File: src/rtl/stf_seq_player.sv
// stf_seq_player: run-time writable I/Q period table plus a valid/ready playback
// engine that replays the stored period num_rep times and flags the final sample.
// Optional edge windowing is enabled with `define STF_SEQ_PLAYER_WINDOW_EN: the
// first sample is halved and a halved copy of entry 0 is appended as a tail sample.
module stf_seq_player #(
    parameter int unsigned IQ_WIDTH  = 16,
    parameter int unsigned PERIOD    = 16,
    parameter int unsigned REP_WIDTH = 4,
    parameter int unsigned AW        = $clog2(PERIOD)
) (
    input  logic                  clk,
    input  logic                  phy_tx_arest,
    input  logic                  cfg_we,
    input  logic [AW-1:0]         cfg_addr,
    input  logic [2*IQ_WIDTH-1:0] cfg_wdata,
    input  logic                  start,
    input  logic [REP_WIDTH-1:0]  num_rep,
    input  logic                  abort,
    output logic                  busy,
    output logic                  done,
    output logic                  m_tvalid,
    input  logic                  m_tready,
    output logic [2*IQ_WIDTH-1:0] m_tdata,
    output logic                  m_tlast
);

    localparam int unsigned DW = 2 * IQ_WIDTH;
    localparam logic [AW-1:0] LAST_ADDR = AW'(PERIOD - 1);

    typedef enum logic [1:0] {
        S_IDLE = 2'd0,
        S_PLAY = 2'd1
`ifdef STF_SEQ_PLAYER_WINDOW_EN
        , S_TAIL = 2'd2
`endif
    } state_t;

    state_t                state, state_nxt;
    logic [DW-1:0]         tbl [PERIOD];
    logic [AW-1:0]         addr, addr_nxt, addr_inc;
    logic [REP_WIDTH-1:0]  rep, rep_nxt, rep_inc;
    logic [REP_WIDTH-1:0]  nrep, nrep_nxt, nrep_m1;
    logic [DW-1:0]         data_nxt;
    logic                  valid_nxt, last_nxt, busy_nxt, done_nxt;
    logic                  xfer, accept, at_end, wr_ok;

`ifdef STF_SEQ_PLAYER_WINDOW_EN
    // Arithmetic halving of I and Q independently
    function automatic logic [DW-1:0] halve(input logic [DW-1:0] s);
        return {s[DW-1], s[DW-1:IQ_WIDTH+1], s[IQ_WIDTH-1], s[IQ_WIDTH-1:1]};
    endfunction
`endif

    assign xfer     = m_tvalid & m_tready;
    assign accept   = start & ~abort & (num_rep != '0);
    assign nrep_m1  = nrep - REP_WIDTH'(1);
    assign at_end   = (addr == LAST_ADDR) && (rep == nrep_m1);
    assign addr_inc = (addr == LAST_ADDR) ? '0 : addr + AW'(1);
    assign rep_inc  = (addr == LAST_ADDR) ? rep + REP_WIDTH'(1) : rep;
    assign wr_ok    = cfg_we & ~busy & ({1'b0, cfg_addr} < (AW+1)'(PERIOD));

    // State register
    always_ff @(posedge clk or posedge phy_tx_arest) begin
        if (phy_tx_arest) state <= S_IDLE;
        else              state <= state_nxt;
    end

    // Next-state logic; abort takes priority over any handshake
    always_comb begin
        state_nxt = state;
        case (state)
            S_IDLE: if (accept) state_nxt = S_PLAY;
            S_PLAY: begin
                if (abort) state_nxt = S_IDLE;
`ifdef STF_SEQ_PLAYER_WINDOW_EN
                else if (xfer && at_end) state_nxt = S_TAIL;
`else
                else if (xfer && at_end) state_nxt = S_IDLE;
`endif
            end
`ifdef STF_SEQ_PLAYER_WINDOW_EN
            S_TAIL: if (abort || xfer) state_nxt = S_IDLE;
`endif
            default: state_nxt = S_IDLE;
        endcase
    end

    // Next values of sequencing registers and registered outputs
    always_comb begin
        addr_nxt  = addr;
        rep_nxt   = rep;
        nrep_nxt  = nrep;
        data_nxt  = m_tdata;
        valid_nxt = m_tvalid;
        last_nxt  = m_tlast;
        busy_nxt  = busy;
        done_nxt  = 1'b0;
        case (state)
            S_IDLE: begin
                if (accept) begin
                    nrep_nxt  = num_rep;
                    addr_nxt  = '0;
                    rep_nxt   = '0;
                    valid_nxt = 1'b1;
                    busy_nxt  = 1'b1;
                    last_nxt  = 1'b0;
`ifdef STF_SEQ_PLAYER_WINDOW_EN
                    data_nxt  = halve(tbl[0]);
`else
                    data_nxt  = tbl[0];
`endif
                end
            end
            S_PLAY: begin
                if (abort) begin
                    valid_nxt = 1'b0;
                    busy_nxt  = 1'b0;
                    last_nxt  = 1'b0;
                end else if (xfer && at_end) begin
`ifdef STF_SEQ_PLAYER_WINDOW_EN
                    data_nxt  = halve(tbl[0]);
                    last_nxt  = 1'b1;
`else
                    valid_nxt = 1'b0;
                    busy_nxt  = 1'b0;
                    last_nxt  = 1'b0;
                    done_nxt  = 1'b1;
`endif
                end else if (xfer) begin
                    addr_nxt = addr_inc;
                    rep_nxt  = rep_inc;
                    data_nxt = tbl[addr_inc];
`ifdef STF_SEQ_PLAYER_WINDOW_EN
                    last_nxt = 1'b0;
`else
                    last_nxt = (addr_inc == LAST_ADDR) && (rep_inc == nrep_m1);
`endif
                end
            end
`ifdef STF_SEQ_PLAYER_WINDOW_EN
            S_TAIL: begin
                if (abort || xfer) begin
                    valid_nxt = 1'b0;
                    busy_nxt  = 1'b0;
                    last_nxt  = 1'b0;
                    done_nxt  = ~abort;
                end
            end
`endif
            default: begin
                valid_nxt = 1'b0;
                busy_nxt  = 1'b0;
                last_nxt  = 1'b0;
            end
        endcase
    end

    // Sequencing and output registers
    always_ff @(posedge clk or posedge phy_tx_arest) begin
        if (phy_tx_arest) begin
            addr     <= '0;
            rep      <= '0;
            nrep     <= '0;
            m_tdata  <= '0;
            m_tvalid <= 1'b0;
            m_tlast  <= 1'b0;
            busy     <= 1'b0;
            done     <= 1'b0;
        end else begin
            addr     <= addr_nxt;
            rep      <= rep_nxt;
            nrep     <= nrep_nxt;
            m_tdata  <= data_nxt;
            m_tvalid <= valid_nxt;
            m_tlast  <= last_nxt;
            busy     <= busy_nxt;
            done     <= done_nxt;
        end
    end

    // Period table, writable only while idle
    always_ff @(posedge clk or posedge phy_tx_arest) begin
        if (phy_tx_arest) begin
            for (int unsigned i = 0; i < PERIOD; i++) tbl[i] <= '0;
        end else if (wr_ok) begin
            tbl[cfg_addr] <= cfg_wdata;
        end
    end

endmodule

File: config.mk
export PLATFORM = sky130hd
export DESIGN_NAME = stf_seq_player
export DESIGN_NICKNAME = d
export VERILOG_FILES = /design/src/rtl/stf_seq_player.sv
export SDC_FILE = /design/constraint.sdc
export NUM_CORES = 1
export LEC_CHECK = 0
export CAP_MARGIN = 0
export CORE_MARGIN = 8
export CORE_UTILIZATION = 52
export CTS_BUF_LIST = sky130_fd_sc_hd__clkbuf_16
export DETAILED_ROUTE_END_ITERATION = 10
export PLACE_DENSITY = 0.79
export REMOVE_ABC_BUFFERS = 1
export SYNTH_ARGS = -nofsm -noshare
export SYNTH_HDL_FRONTEND = slang
export SYNTH_SLANG_ARGS = --single-unit
File: constraint.sdc
create_clock -name clk -period 26.5 [get_ports clk]
set_input_delay 2.65 -clock clk [delete_from_list [all_inputs] [get_ports clk]]
set_output_delay 2.65 -clock clk [all_outputs]
set_load 0.03 [all_outputs]
# After elaboration in Yosys (flattened, before gate mapping)
# Index checks and enable logic that the tools add are counted.
[totals] in_bits=46 word_cells=98 ff_bits=561
[classes] magnitude_cmp=3 n_eq_ne=11 n_reduce_logical=11 mux=38 n_addsub=3 bitwise=8
[op_table] cell="$bwmux 512" count=1
[op_table] cell="$mux 32" count=7
[op_table] cell="$bmux 32 s4" count=1
[op_table] cell="$demux 32 s4" count=1
[op_table] cell="$pmux 32 s2" count=1
[op_table] cell="$mux 4" count=9
[op_table] cell="$pmux 4 s2" count=2
[op_table] cell="$ge 5x5->1 const B" count=2
[op_table] cell="$mux 1" count=10
[op_table] cell="$not 4->5" count=2
[op_table] cell="$add 4x1->4 const B" count=2
[op_table] cell="$eq 4x4->1" count=2
[op_table] cell="$eq 4x4->1 const B" count=2
[op_table] cell="$ne 2x2->1 const B" count=4
[op_table] cell="$mux 2" count=3
[op_table] cell="$reduce_and 2->1" count=3
[op_table] cell="$lt 5x1->1 const B" count=1
[op_table] cell="$reduce_and 5->1" count=1
[op_table] cell="$and 1x1->1" count=4
[op_table] cell="$logic_and 1x1->1" count=4
[op_table] cell="$ne 4x4->1 const B" count=1
[op_table] cell="$pmux 1 s2" count=2
[op_table] cell="$pmux 2 s2" count=1
[op_table] cell="$reduce_bool 4->1" count=1
[op_table] cell="6 further kinds" count=7

# Logic depth before layout (Yosys ltp)
# Gate-level depths: netlist (run 1).
[depth] word_depth=10 depth_mapped=12

# Worst setup path after synthesis (run 1)
# No wires, ideal clock.
[synth_path] path_type="input port to flip-flop" from="in cfg_we" to="reg tbl[128] (netlist name)" path_slack_ps=22396 stages=5 arrival_ps=3979 path_cell_list="nor2b_1 -> nand3_1 -> nor3b_1 -> buf_2 -> mux2_2"
[synth_between] elab_chain_cells=1
[synth_lines] item="from (decl)" line_no="13" source="input logic cfg_we,"
[synth_lines] item="$and 1x1->1" line_no="60" source="assign wr_ok = cfg_we & ~busy & ({1'b0, cfg_addr} < (AW+1)'(PERIOD));"
[synth_lines] item="to (signal, indexed assignment)" line_no="186" source="tbl[cfg_addr] <= cfg_wdata;"
[synth_lines] item="to (decl)" line_no="39" source="logic [DW-1:0] tbl [PERIOD];"
# No other way between the ends.
# A chain may end at the register's enable or synchronous reset.

==> flow_metrics.py, run 1 <==
metrics = {
    "place": {
        "dpl_cell_area_sq_um": 26900,
        "placedCellCount": 2490,
        "dp_hpwl_microns": 36400,
        "pre_cts_ws_ns": 20.05,
        "gp_congestion": 0.780,
        "port_buffers": 81,
    },
    "outcome": {
        "outcome": "finished, final reports clean",
    },
    "routing": {
        "drc": 0,
        "vias_per_cell": 6.23,
        "ant_nets": 0,
        "postRouteWirelength_microns": 64600,
        "vias": 16100,
        "drtIter0Drc": 1550,
        "dr.pass1.iters": 7,
        "post_drt_wl_per_cell_microns": 24.9,
    },
    "power_and_ir_drop": {
        "p_leak_nw": 12.4,
        "power_density_nw_per_um2": 90.2,
        "power_mw": 2.58,
        "irDropWorstVdd_v": 0.0000505,
    },
    "logic_synthesis": {
        "yosysSeqAreaShare_pct": 54.6,
        "synth_cell_types": 68,
        "synth-seq-cells": 559,
        "synth_top_area_share_pct": 54.6,
        "synth_edf_count": 0,
        "synth_cells": 1863,
        "avgSynthCellArea_sq_um": 13.7,
        "async_reset_ff_share_pct": 100,
        "syn-cell-area_sq_um": 25600,
        "synth_most_common_cell": "dfrtp_1",
        "ys_warn_count": 0,
        "synthTopCellsByCount": "559 x dfrtp_1, 519 x mux2_2, 155 x nand2_1, 68 x mux4_2, 67 x clkbuf_1",
        "synth_area_leaders": "dfrtp_1 55%, mux2_2 23%, mux4_2 6.0%",
        "synth.largest_area_cell": "dfrtp_1",
        "synth-main-ff-cell": "dfrtp_1",
    },
    "global_routing": {
        "grt_max_degree": 115,
        "grt_overflow": 0,
        "track_usage_pct": 23.1,
        "grt_antenna_before_repair": 1,
        "first_global_vias": 17300,
        "grt_pass1_wl_microns": 103000,
    },
    "setup_path": {
        "worst_setup_path_start_kind": "input pin",
        "crit_arrival_ns": 6.35,
        "crit_fanout": 114,
        "critPathCaptureType": "async pin",
        "cp.required_ns": 27.16,
        "critPathKind": "in -> async",
    },
    "cts": {
        "clock-sinks": 559,
        "cts_setup_buffers": 0,
        "cts.clk_slew.worst_paths_ns": 0.06,
        "cts.repair.resized": 0,
        "cts_tree": "built",
        "holdBufCountCts": 0,
        "numCtsBuffers": 56,
        "htreeDepth": 2,
        "cts_root_buffer": "clkbuf_16",
        "clk_latency_ns": 0.61,
        "clock_path_buffers": 3,
    },
    "sta": {
        "hold_slack_ns": 0.491,
        "slew_headroom_pct": 23.8,
        "fin_crit_sh_pct": 21.5,
        "fmax_mhz": 176,
        "period_minus_slack_ns": 5.69,
        "setup_tns_ns": 0,
        "hold_viol": 0,
        "skew_ns": 0.0279,
        "fin_ws_ns": 20.81,
        "grt_setup_unrepaired": "no",
        "drv_slew": 0,
        "tightest_slew_ns": 1.14,
        "finalSetupViolations": 0,
    },
    "finish": {
        "nFillCells": 3707,
        "final_area_sq_um": 28600,
        "multi_input_area_sq_um": 11000,
        "n_antenna_cell": 0,
        "layout-drive-gt1-share_pct": 37.7,
        "fin_cells": 2590,
        "seqCellArea_sq_um": 14000,
        "fin_util_pct": 58.7,
        "area_growth_syn_to_layout_pct": 11.8,
        "final_nets": 1934,
    },
    "die": {
        "die_y_microns": 238,
        "die_w_microns": 238,
        "placeableCoreArea_sq_um": 48700,
        "io_pins": 82,
        "die_area_sq_um": 56600,
        "initial_core_util_pct": 52.5,
        "num_rows": 81,
    },
    "flow_run": {
        "drv_cap": 0,
    },
    "hold_path": {
        "hold_class": "reg -> reg",
    },
}
## worst paths after layout
check / slack, ns / endpoint / startpoint / depth (start not counted)
min in group asynchronous: 2.58 / tbl[133]$_DFFE_PP0P_ / phy_tx_arest / 2
max in group clk: 21.42 / m_tdata[11]$_DFFE_PP0P_ / m_tready / 7
setup / recovery: 20.81 / tbl[454]$_DFFE_PP0P_ / phy_tx_arest / 5
hold / removal: 0.49 / m_tdata[17]$_DFFE_PP0P_ / m_tdata[17]$_DFFE_PP0P_ / 2
hold reg to reg: 0.49 / m_tdata[17]$_DFFE_PP0P_ / m_tdata[17]$_DFFE_PP0P_ / 2
setup reg to reg: 22.14 / m_tdata[11]$_DFFE_PP0P_ / addr[0]$_DFFE_PP0P_ / 9
## kinds of logic (layout without fill, tap and decap cells)
kind of cell             Yosys count  after routing  synth area share (%)
AND/OR/NAND/NOR                  298            298                  5.24
AO/OA/AOI/OAI                    203            203                  5.59
flip-flops                       559            559                  54.6
XOR/XNOR                          10             10                 0.396
multiplexers                     625            625                  31.0
adder cells (fa/ha/maj)            4              4                 0.196
buffers and inverters            164            227                  2.96
## cell type report
cell class                 count  share of cell area (%)
timing repair buffer         117                    3.78
tap                          664                    2.90
multi-input combinational   1140                    38.3
clock buffer                  58                    5.07
clock inverter                42                   0.983
sequential                   559                    48.9
inverter                      10                   0.157
## critical path, cell delays in order
cell             delay (ns)
clkdlybuf4s50_1        0.49
inv_8                  0.54
buf_4                  0.91
buf_4                  0.89
buf_4                  0.69
## placed cells by master, fill, tap and decap left out, types with 6 or more instances in the layout
cell             synthesis  routed
buf_4                   10      36
a211oi_1                 7       7
a21oi_1                 24      24
nor2_1                  48      47
o221ai_1                 6       6
nand2_2                  0      10
clkinv_1                 0      16
a41oi_1                 17      17
mux2_2                 519     519
o21ai_0                 35      35
nor3_1                  12      12
mux2i_1                 25      25
clkbuf_16                0      58
a31oi_1                 20      20
dfrtp_1                559     559
nand2b_1                 7       7
a22oi_1                 31      31
mux4_2                  68      68
nand3_1                 25      25
o22ai_1                  7       7
and3_1                  15      13
o211ai_1                14      14
a32oi_1                  9       9
clkdlybuf4s50_1          0      81
inv_1                    8      23
mux4_4                   6       6
nand2_1                155     145
nor2b_1                 13      12
## power breakdown
part	leakage, nW	internal [mW]	switching (mW)
clock	0.908	0.430	0.324
combinational	4.50	0.337	0.298
sequential	6.98	1.07	0.123
## flip-flops by register name, summed over array words and instances, names as in the netlist
signal	cells
nrep	4
tbl	512
done	1
m_tlast	1
m_tdata	32
m_tvalid	1
rep	4
addr	4
## routing by layer
metal / GRT usage [%] / share of wire, %
met1: 30.6 / 42
met4: 8.91 / 3.2
met5: 0 / 0.015
met3: 3.47 / 5.8
met2: 38.3 / 49
Note: power is estimated with default switching activity, not from simulation.
==> run 2, diff against run 1 <==
--- a/config.mk
+++ b/config.mk
@@ -10,7 +10,7 @@
 export CORE_UTILIZATION = 52
 export CTS_BUF_LIST = sky130_fd_sc_hd__clkbuf_16
 export DETAILED_ROUTE_END_ITERATION = 10
-export PLACE_DENSITY = 0.79
+export PLACE_DENSITY = 0.82
 export REMOVE_ABC_BUFFERS = 1
 export SYNTH_ARGS = -nofsm -noshare
 export SYNTH_HDL_FRONTEND = slang
==> constraint.sdc (replaced) <==
create_clock -name clk -period 5.05 [get_ports clk]
set_input_delay 0.505 -clock clk [delete_from_list [all_inputs] [get_ports clk]]
set_output_delay 0.505 -clock clk [all_outputs]
set_load 0.03 [all_outputs]
==> flow_metrics.py, run 2 (synthesis gave the netlist of run 1 again) <==
metrics = {
    "cts": {
        "cts.repair.resized": 0,
        "holdBufCountCts": 0,
        "clk_latency_ns": 0.61,
        "htreeDepth": 2,
        "clock_path_buffers": 3,
        "cts.clk_slew.worst_paths_ns": 0.06,
        "clock-sinks": 559,
        "cts_root_buffer": "clkbuf_16",
        "numCtsBuffers": 55,
        "cts_tree": "built",
        "cts_setup_buffers": 0,
    },
    "routing": {
        "ant_nets": 0,
        "vias_per_cell": 6.29,
        "post_drt_wl_per_cell_microns": 25.1,
        "postRouteWirelength_microns": 65400,
        "drc": 0,
        "dr.pass1.iters": 5,
        "vias": 16400,
        "drtIter0Drc": 1488,
    },
    "sta": {
        "tightest_slew_ns": 1.24,
        "grt_setup_unrepaired": "no",
        "skew_ns": 0.0221,
        "hold_slack_ns": 0.475,
        "fin_crit_sh_pct": 70.1,
        "hold_viol": 0,
        "fmax_mhz": 282,
        "period_minus_slack_ns": 3.54,
        "slew_headroom_pct": 17.1,
        "finalSetupViolations": 0,
        "drv_slew": 0,
    },
    "flow_run": {
        "drv_cap": 0,
    },
    "place": {
        "dp_hpwl_microns": 37300,
        "port_buffers": 81,
        "dpl_cell_area_sq_um": 27000,
        "gp_congestion": 0.812,
    },
    "finish": {
        "area_growth_syn_to_layout_pct": 12.0,
        "final_cell_mix": "559 x dfrtp_1, 519 x mux2_2, 145 x nand2_1",
        "layout_commonest_cell": "dfrtp_1",
        "final_nets": 1941,
        "top_register": "tbl",
        "layout-drive-gt1-share_pct": 38.3,
        "fin_util_pct": 58.8,
        "final_area_sq_um": 28700,
        "largest_reg_flops": 512,
        "top_regs": "tbl: 512 flops, m_tdata: 32 flops",
    },
    "die": {
        "initial_core_util_pct": 52.5,
        "placeableCoreArea_sq_um": 48700,
        "die_area_sq_um": 56600,
        "die_y_microns": 238,
        "die_w_microns": 238,
        "num_rows": 81,
        "io_pins": 82,
    },
    "power_and_ir_drop": {
        "power_mw": 13.5,
        "p_leak_nw": 12.4,
        "power_density_nw_per_um2": 470,
        "irDropWorstVdd_v": 0.000333,
    },
    "hold_path": {
        "hold_class": "in -> reg",
        "hp-start": "num_rep[2]",
        "whs_endpoint": "nrep[2]$_DFFE_PP0P_",
        "whs_path_depth": 3,
    },
    "setup_path": {
        "critPathCaptureType": "flop",
        "crit_arrival_ns": 3.99,
        "critPathKind": "reg -> reg",
        "crit_family": "compound AO/OA/AOI/OAI gates",
        "crit_fanout": 15,
        "reg2reg_to": "m_tdata[22]$_DFFE_PP0P_",
        "path_cells": "ha_1 > inv_1 > a311o_1 > nand2_1 > nor2_1 > buf_4 > a22o_1 > o41ai_1",
        "ff2ff_setup_slack_ns": 1.51,
        "max_stage_delay_ns": 0.60,
        "critPathSlowestCell": "ha_1",
        "rr_worst_depth": 8,
        "r2r_start": "addr[1]$_DFFE_PP0P_",
        "cp.buffers_inverters": 2,
        "cp.required_ns": 5.50,
        "worst_setup_path_start_kind": "flop",
    },
    "global_routing": {
        "grt_max_degree": 139,
        "first_global_vias": 17300,
        "track_usage_pct": 23.2,
        "grt_overflow": 0,
        "grt_antenna_before_repair": 3,
        "grt_pass1_wl_microns": 102000,
    },
    "outcome": {
        "outcome": "finished, final reports clean",
    },
}
run 2: changes by cell type in the layout (fill, tap and decap cells not counted), sizes merged:
| cell | previous run | this run |
|---|---|---|
| diode | 0 | 3 |
| bufinv | 4 | 3 |
| clkbuf | 58 | 55 |
| buf | 36 | 44 |
| inv | 26 | 28 |
| clkinvlp | 0 | 2 |
| clkinv | 22 | 25 |
run 2: power by group:
| part | switching, mW | internal [mW] | total (mW) | leakage [nW] |
|---|---|---|---|---|
| Combinational | 1.57 | 1.78 | 3.36 | 4.55 |
| Sequential | 0.658 | 5.62 | 6.28 | 6.98 |
| Clock | 1.72 | 2.13 | 3.85 | 0.884 |
run 2: metrics by stage:
| step | instances | setup slack [ns] | setup TNS (ns) |
|---|---|---|---|
| 6_report | 2604 | 1.51 | 0 |
| 5_1_grt | 2603 | 1.36 | 0 |
| 4_1_cts | 2601 | 1.56 | 0 |
| 3_5_place_dp | 2498 | 1.60 | 0 |
| 3_3_place_gp | 2498 | 1.65 | 0 |
| 2_1_floorplan | 1709 | -11.09 | -6199.32 |
run 2: area by class of cell:
type | instances | area, sq um
timing repair buffer | 125 | 1180
antenna | 3 | 7.51
clock buffer | 55 | 1380
clock inverter | 48 | 302
tap | 664 | 831
fill | 3681 | 20100
inverter | 10 | 45.0
multi-input combinational | 1140 | 11000
sequential | 559 | 14000
run 2: worst min-delay path: cells and delay by family:
family                 cells  cell delay (ns)
buffers and inverters      1             0.41
and+or+nand+nor            2             0.10
run 2: how the worst max path moves through the flow:
| stage | start | endpoint | slack (ns) | cells after the start |
|---|---|---|---|---|
| 2_1_floorplan | phy_tx_arest | addr[0]$_DFFE_PP0P_ | -11.09 | 1 |
| 3_3_place_gp | addr[0]$_DFFE_PP0P_ | m_tdata[14]$_DFFE_PP0P_ | 1.65 | 9 |
| 3_5_place_dp | addr[1]$_DFFE_PP0P_ | m_tdata[31]$_DFFE_PP0P_ | 1.60 | 7 |
| 4_1_cts | addr[0]$_DFFE_PP0P_ | m_tdata[14]$_DFFE_PP0P_ | 1.56 | 9 |
| 5_1_grt | addr[0]$_DFFE_PP0P_ | m_tdata[14]$_DFFE_PP0P_ | 1.36 | 9 |
| 6_report | addr[1]$_DFFE_PP0P_ | m_tdata[22]$_DFFE_PP0P_ | 1.51 | 8 |
run 2: routing by layer:
layer / up-vias / part of all wire (%) / track usage, % / wire, microns
li1: 6898 / - / - / -
met1: 8672 / 40 / 30.0 / 26300
met2: 606 / 49 / 37.9 / 31900
met3: 191 / 6.8 / 4.51 / 4420
met4: 2 / 4.1 / 10.1 / 2680
met5: - / 0.020 / 0 / 13
==> run 3, diff against run 2 <==
--- a/config.mk
+++ b/config.mk
@@ -10,7 +10,7 @@
 export CORE_UTILIZATION = 52
 export CTS_BUF_LIST = sky130_fd_sc_hd__clkbuf_16
 export DETAILED_ROUTE_END_ITERATION = 10
-export PLACE_DENSITY = 0.82
+export PLACE_DENSITY = 0.79
 export REMOVE_ABC_BUFFERS = 1
 export SYNTH_ARGS = -nofsm -noshare
 export SYNTH_HDL_FRONTEND = slang
==> constraint.sdc (replaced) <==
create_clock -name clk -period 3.63 [get_ports clk]
set_input_delay 0.363 -clock clk [delete_from_list [all_inputs] [get_ports clk]]
set_output_delay 0.363 -clock clk [all_outputs]
set_load 0.03 [all_outputs]
==> flow_metrics.py, run 3 (synthesis gave the netlist of run 1 again) <==
metrics = {
    "outcome": {
        "outcome": "finished, final reports clean",
    },
    "routing": {
        "ant_nets": 0,
        "post_drt_wl_per_cell_microns": 24.6,
        "drtIter0Drc": 1586,
        "vias": 16300,
        "dr.pass1.iters": 5,
        "vias_per_cell": 6.24,
        "postRouteWirelength_microns": 64100,
        "drc": 0,
    },
    "cts": {
        "cts.repair.resized": 0,
        "cts_root_buffer": "clkbuf_16",
        "clock-sinks": 559,
        "numCtsBuffers": 57,
        "htreeDepth": 2,
        "cts_setup_buffers": 0,
        "clock_path_buffers": 3,
        "cts_tree": "built",
        "holdBufCountCts": 0,
        "cts.clk_slew.worst_paths_ns": 0.06,
        "clk_latency_ns": 0.63,
    },
    "setup_path": {
        "critPathSlowestCell": "nor2_1",
        "crit_fanout": 12,
        "max_stage_delay_ns": 0.69,
        "path_cells": "ha_1 > buf_4 > inv_1 > a311o_1 > or2_0 > nor2_1 > a22oi_1 > a41oi_1",
        "worst_setup_path_start_kind": "flop",
        "cp.buffers_inverters": 2,
        "cp.required_ns": 4.17,
        "critPathKind": "reg -> reg",
        "critPathCaptureType": "flop",
        "crit_arrival_ns": 3.66,
        "crit_family": "simple AND/OR/NAND/NOR gates",
    },
    "power_and_ir_drop": {
        "power_density_nw_per_um2": 649,
        "swShare_pct": 29.4,
        "clkPwrFrac_pct": 28.5,
        "power_frac_seq_pct": 46.4,
        "p_int_mw": 13.3,
        "irDropWorstVdd_v": 0.000347,
        "p_leak_nw": 12.6,
        "p_sw_mw": 5.53,
        "pwr-share-comb_pct": 25.1,
    },
    "place": {
        "dpl_cell_area_sq_um": 27300,
        "gp_congestion": 0.789,
        "placedCellCount": 2510,
        "port_buffers": 81,
        "dp_hpwl_microns": 37800,
    },
    "sta": {
        "skew_ns": 0.0218,
        "fmax_mhz": 320,
        "fin_crit_sh_pct": 86.0,
        "tightest_slew_ns": 0.843,
        "grt_setup_unrepaired": "no",
        "slew_headroom_pct": 43.7,
        "drv_slew": 0,
        "period_minus_slack_ns": 3.12,
        "hold_viol": 0,
        "finalSetupViolations": 0,
    },
    "global_routing": {
        "grt_pass1_wl_microns": 102000,
        "grt_antenna_before_repair": 2,
        "track_usage_pct": 22.9,
        "first_global_vias": 17200,
        "grt_max_degree": 95,
        "grt_overflow": 0,
    },
    "die": {
        "die_w_microns": 238,
        "num_rows": 81,
        "die_area_sq_um": 56600,
        "placeableCoreArea_sq_um": 48700,
        "io_pins": 82,
        "die_y_microns": 238,
        "initial_core_util_pct": 52.5,
    },
    "finish": {
        "top_regs": "tbl: 512 flops, m_tdata: 32 flops",
        "largest_reg_flops": 512,
        "final_nets": 1955,
        "area_growth_syn_to_layout_pct": 13.1,
        "fin_cells": 2611,
        "final_cell_mix": "559 x dfrtp_1, 519 x mux2_2, 145 x nand2_1",
        "layout-drive-gt1-share_pct": 38.6,
        "final_area_sq_um": 28900,
        "layout_commonest_cell": "dfrtp_1",
        "fin_util_pct": 59.4,
        "top_register": "tbl",
    },
    "hold_path": {
        "hold_class": "in -> async",
    },
    "flow_run": {
        "drv_cap": 0,
    },
}
run 3: layout make-up:
class                   count  area, sq um
well taps                 664          831
flip-flops and latches    559        14000
inverters                  10         45.0
diodes                      2         5.00
clock buffers              57         1430
multi-input cells        1140        11000
clock inverters            42          258
fillers                  3670        19800
repair buffers            137         1440
run 3: power by group through the flow:
stage / clock (mW) / combinational (mW) / sequential, mW
2_1_floorplan: 0 / 3.24 / 8.74
3_3_place_gp: 0 / 4.57 / 8.65
3_5_place_dp: 0 / 4.72 / 8.78
4_1_cts: 5.44 / 4.74 / 8.69
5_1_grt: 5.69 / 5.07 / 8.89
6_report: 5.36 / 4.71 / 8.71
run 3: final timing paths:
check / slack (ns) / to / depth (start not counted) / start
setup / recovery: 0.51 / m_tdata[23]$_DFFE_PP0P_ / 8 / addr[1]$_DFFE_PP0P_
hold / removal: 0.25 / tbl[101]$_DFFE_PP0P_ / 2 / phy_tx_arest
setup reg to reg: 0.51 / m_tdata[23]$_DFFE_PP0P_ / 8 / addr[1]$_DFFE_PP0P_
hold reg to reg: 0.49 / tbl[63]$_DFFE_PP0P_ / 1 / tbl[63]$_DFFE_PP0P_
max in group asynchronous: 2.42 / tbl[107]$_DFFE_PP0P_ / 3 / phy_tx_arest
min in group clk: 0.31 / nrep[3]$_DFFE_PP0P_ / 3 / num_rep[3]
run 3: layer usage:
metal / global-route usage, % / up-vias / wire, microns
met4: 7.70 / 0 / 1860
met3: 3.74 / 132 / 4020
met2: 37.6 / 572 / 31400
met5: 0 / - / 0
li1: - / 6941 / -
met1: 31.1 / 8647 / 26900
run 3: per-stage QoR:
| stage | TNS [ns] | worst slack, ns | hold slack, ns | power (mW) |
|---|---|---|---|---|
| floorplan | -7020.67 | -12.37 | 0.450 | 12.0 |
| global placement | 0 | 0.730 | 0.461 | 13.2 |
| detailed placement | 0 | 0.545 | 0.479 | 13.5 |
| CTS | 0 | 0.550 | 0.256 | 18.9 |
| global route | 0 | 0.380 | 0.289 | 19.7 |
| finish | 0 | 0.510 | 0.246 | 18.8 |
